$ cat src/rtl/reset_seq.sv
// Multi-domain reset sequencer: asserts all channels together, holds them LENGTH
// cycles after the last request, then releases them STAGGER cycles apart, channel 0 first.
module reset_seq #(
    parameter int unsigned CHANNELS = 3,
    parameter int unsigned LENGTH   = 4,
    parameter int unsigned STAGGER  = 2
) (
    input  logic                ck,
    input  logic                rst,
    input  logic                rst_req,
    input  logic                sw_req,
    output logic [CHANNELS-1:0] rst_ch,
    output logic                busy,
    output logic [1:0]          cause
);

    localparam int unsigned MAXV = (LENGTH > STAGGER) ? LENGTH : STAGGER;
    localparam int unsigned CW   = $clog2(MAXV + 1);

    typedef enum logic [1:0] {HOLD, RELEASE, RUN} state_t;

    state_t                state, state_n;
    logic [CW-1:0]         cnt, cnt_n;
    logic [CHANNELS-1:0]   ch_n;
    logic                  busy_n;
    logic [1:0]            cause_n;
    logic                  sync1, sync_rst;
    logic                  req;

    always_ff @(posedge ck or posedge rst) begin
        if (rst) begin
            sync1    <= 1'b1;
            sync_rst <= 1'b1;
        end else begin
            sync1    <= 1'b0;
            sync_rst <= sync1;
        end
    end

    assign req = sync_rst | rst_req | sw_req;

    always_ff @(posedge ck or posedge rst) begin
        if (rst) begin
            state  <= HOLD;
            cnt    <= '0;
            rst_ch <= '1;
            busy   <= 1'b1;
            cause  <= 2'd0;
        end else begin
            state  <= state_n;
            cnt    <= cnt_n;
            rst_ch <= ch_n;
            busy   <= busy_n;
            cause  <= cause_n;
        end
    end

    // Channels release by shifting zeros in from bit 0, so the low-first
    // release order holds without a separate channel index.
    always_comb begin
        state_n = state;
        cnt_n   = cnt;
        ch_n    = rst_ch;
        cause_n = cause;

        if (rst_req)
            cause_n = 2'd1;
        else if (sw_req)
            cause_n = 2'd2;

        if (req) begin
            state_n = HOLD;
            cnt_n   = '0;
            ch_n    = '1;
        end else begin
            case (state)
                HOLD: begin
                    if (cnt + CW'(1) == CW'(LENGTH)) begin
                        ch_n    = rst_ch << 1;
                        cnt_n   = '0;
                        state_n = (ch_n == '0) ? RUN : RELEASE;
                    end else begin
                        cnt_n = cnt + CW'(1);
                    end
                end
                RELEASE: begin
                    if (cnt + CW'(1) == CW'(STAGGER)) begin
                        ch_n    = rst_ch << 1;
                        cnt_n   = '0;
                        state_n = (ch_n == '0) ? RUN : RELEASE;
                    end else begin
                        cnt_n = cnt + CW'(1);
                    end
                end
                RUN: begin
                    ch_n = '0;
                end
                default: begin
                    state_n = HOLD;
                    cnt_n   = '0;
                    ch_n    = '1;
                end
            endcase
        end

        busy_n = |ch_n;
    end

endmodule

$ cat config.mk
export PLATFORM = sky130hd
export DESIGN_NAME = reset_seq
export DESIGN_NICKNAME = d
export VERILOG_FILES = /design/src/rtl/reset_seq.sv
export SDC_FILE = /design/constraint.sdc
export NUM_CORES = 1
export LEC_CHECK = 0
export CAP_MARGIN = 20
export CORE_UTILIZATION = 48
export CTS_CLUSTER_SIZE = 30
export DETAILED_ROUTE_END_ITERATION = 6
export GPL_TIMING_DRIVEN = 0
export PLACE_DENSITY = 0.77
export SLEW_MARGIN = 10
export SYNTH_ARGS = -nofsm -noshare
export SYNTH_HDL_FRONTEND = slang
export SYNTH_SLANG_ARGS = --single-unit
$ cat constraint.sdc
create_clock -name ck -period 3.2 [get_ports ck]
set_clock_uncertainty 0.2 [all_clocks]
set_input_delay 0.64 -clock ck [delete_from_list [all_inputs] [get_ports ck]]
set_output_delay 0.64 -clock ck [all_outputs]
set_load 0.01 [all_outputs]
==> key figures <==
Status
  – Status: finished clean

Timing
  – Setup TNS: 0 ns
  – Period minus WS final: approximately 2.3 ns
  – Setup Viol. Count Final: 0
  – Setup ws final: 0.895 ns
  – Final worst-path cycle share: 0.720
  – Worst Tran Pin Value: 0.571 ns
  – Final Hold Viols: 0
  – Max Freq: about 0.43 GHz
  – Unrepaired setup endpoints after global routing: no
  – Hold_ws: approximately 0.16 ns
  – Slew Limit Fails: 0
  – Slew headroom: 0.616

Pwr
  – Maximum VDD drop: around 220 uV
  – Leakage: approximately 0.34 nW
  – Power Total: 294 uW
  – Power Density: 357 nW/um2

Placement
  – PortBufs: 9
  – Worst slack, placed: 1.10 ns
  – Hpwl dp: approximately 950 um
  – DP Area: about 800 um2
  – GP Congestion: roughly 0.80

Synth
  – Seq cells post-synth: 13
  – Most common cell in the netlist: nor2_1
  – Largest family of logic cells by synthesized area: compound AO/OA/AOI/OAI gates
  – Avg Cell Area, Syn: 11.1 um2
  – Register area share after synthesis: 0.484
  – Post-synth ARST share: 1.00
  – XOR/XNOR Fraction of Synth Area: 0
  – Yosys top cell by area: dfrtp_1
  – EDFF count, synth: 0
  – Mapped Area: just under 700 um2
  – Post-synth top cells: nor2_1 (8), dfrtp_1 (7), dfstp_2 (6), inv_1 (6), ha_1 (4)
  – Syn. warnings: 0
  – Syn_nets: 70
  – Yosys top cell area share: 0.255
  – Compound-gate portion of the synthesized area: 0.182
  – Yosys cell types: 32
  – Synth area leaders: dfrtp_1 (25%), dfstp_2 (23%), ha_1 (7.3%), nor2_1 (4.4%), a2111oi_4 (4.0%)
  – Post-Synth Adder-Cell Area: 0.0727
  – Post-synthesis mux area share: 0.0455
  – Synth Flop Type: dfrtp_1
  – Simple-gate share of the synthesized area: 0.155
  – Post-synthesis cell count: 62

Floorplan
  – Die area: around 1600 um2
  – Core ar.: roughly 1300 um2
  – Die height: ~40 um
  – Starting Density: 0.522
  – # IOs: 10
  – Row cnt: 13
  – Die W: between 30 and 40 um

Critical path
  – CP top delay family: flip-flops
  – Worst Path Required: around 2.4 ns
  – Type of destination of the critical path: output port
  – CP Launch Type: register
  – Max incr delay on CP: 0.63 ns
  – Worst path cell trace: clkdlybuf4s50_1
  – Slowest stage cell, crit path: dfstp_2
  – Crit Path Class: reg -> out
  – Crit path max fanout: 7
  – Crit path buf inv count: 1
  – Crit path arrival time: between 1 and 1.5 ns

Drt
  – Vias post-DR: 505
  – Vias/cell: ~5.6
  – DRT iter0 DRCs: 4
  – WL per Instance: between 10 and 15 um
  – ANT nets after route: 0
  – Final wirelength: between 1000 and 1500 um
  – # DRC: 0
  – DRT Pass-1 Iters: 4

Cells and area
  – Ant. Diodes: 0
  – Fillers: 99
  – Final instance area: between 800 and 900 um2
  – P&R area growth vs syn: 19.6%
  – Layout cell share with drive strength beyond 1: 0.213
  – Total Nets Final: 84

Clocking
  – CTS resizes: 0
  – H-tree depth: 1
  – TritonCTS Buffers: 3
  – Root buffer cell: clkbuf_4
  – Worst-path clk slew: roughly 0.090 ns
  – Clock sink count: 13
  – Post-CTS Hold Buffers: 0
  – CTS Buffer Depth: 2
  – CTS tree: done
  – Post-CTS setup buffer count: 0
  – Worst-Skew Late Latency: 0.27 ns

Global routing
  – Largest net degree at the start of global routing: 14
  – First-pass GRT wire length: 2240 um
  – GRT Overall Usage: 0.222
  – Global route overflow: 0
  – Vias in the first global route: about 480
  – Initial antenna violation count: 0

Worst hold path
  – Class of the worst hold path: reg -> reg

Job
  – Max cap viols: 0
==> cell type report <==
type | instances | area (um2) | share of cell area
Multi-Input combinational cell | 41 | 317 | 0.384
Clock buffer | 4 | 26.3 | 0.0319
Buffer | 2 | 16.3 | 0.0198
Inverter | 6 | 22.5 | 0.0274
Timing Repair Buffer | 9 | 90.1 | 0.109
Tap cell | 15 | 18.8 | 0.0228
Sequential cell | 13 | 333 | 0.404
==> worst paths after layout <==
path	start	endpoint	slack, ns	depth (start not counted)
worst max-delay path	rst_ch[1]$_DFF_PP1_	rst_ch[1]	0.89	1
worst min-delay path	sync1$_DFF_PP1_	sync_rst$_DFF_PP1_	0.16	0
worst max register to register	cnt[0]$_DFFE_PP0P_	state[1]$_DFFE_PP0P_	1.29	5
worst min register to register	sync1$_DFF_PP1_	sync_rst$_DFF_PP1_	0.16	0
max in group asynchronous	rst	busy$_DFF_PP1_	1.98	2
min in group asynchronous	rst	cnt[1]$_DFFE_PP0P_	0.47	2
==> layout by cell type (no fill, tap or decap), types with 2 or more instances in the layout <==
master           instances
a21oi_1                  2
clkdlybuf4s50_1          9
ha_1                     4
clkbuf_4                 3
mux2i_1                  2
nor3_1                   2
dfrtp_1                  7
a31oi_1                  2
inv_1                    6
dfstp_2                  6
nor2_1                   8
==> metrics by stage <==
stage           util  instances
2_1_floorplan      -         62
3_3_place_gp   0.605         86
3_5_place_dp   0.605         86
4_1_cts        0.625         90
5_1_grt        0.625         90
6_report       0.625         90
==> cell families (layout without fill, tap and decap cells) <==
kind of cell             count (synthesis)  count (layout)
adder cells (fa/ha/maj)                  4               4
AO/OA/AOI/OAI                           15              15
other                                    1               1
multiplexers                             3               3
flip-flops                              13              13
AND/OR/NAND/NOR                         18              18
buffers and inverters                    8              21
==> metal layers <==
layer | vias to the layer above | track usage | wire length, um
li1 | 246 | - | -
met1 | 241 | 0.287 | 601
met2 | 16 | 0.335 | 644
met3 | 2 | 0.0511 | 48
met4 | 0 | 0.121 | 13
met5 | - | 0 | 0
==> sequential cells by signal, indices dropped and copies added (netlist names) <==
register	count
cause	2
sync_rst	1
cnt	3
rst_ch	3
busy	1
state	2
sync1	1
==> power by group <==
part	switching [mW]	leakage (nW)	internal (mW)
combinational	0.0105	0.171	0.00983
sequential	0.00215	0.156	0.169
clock	0.0539	0.0150	0.0482
total	0.0665	0.342	0.227
(Power assumes the default switching activity.)
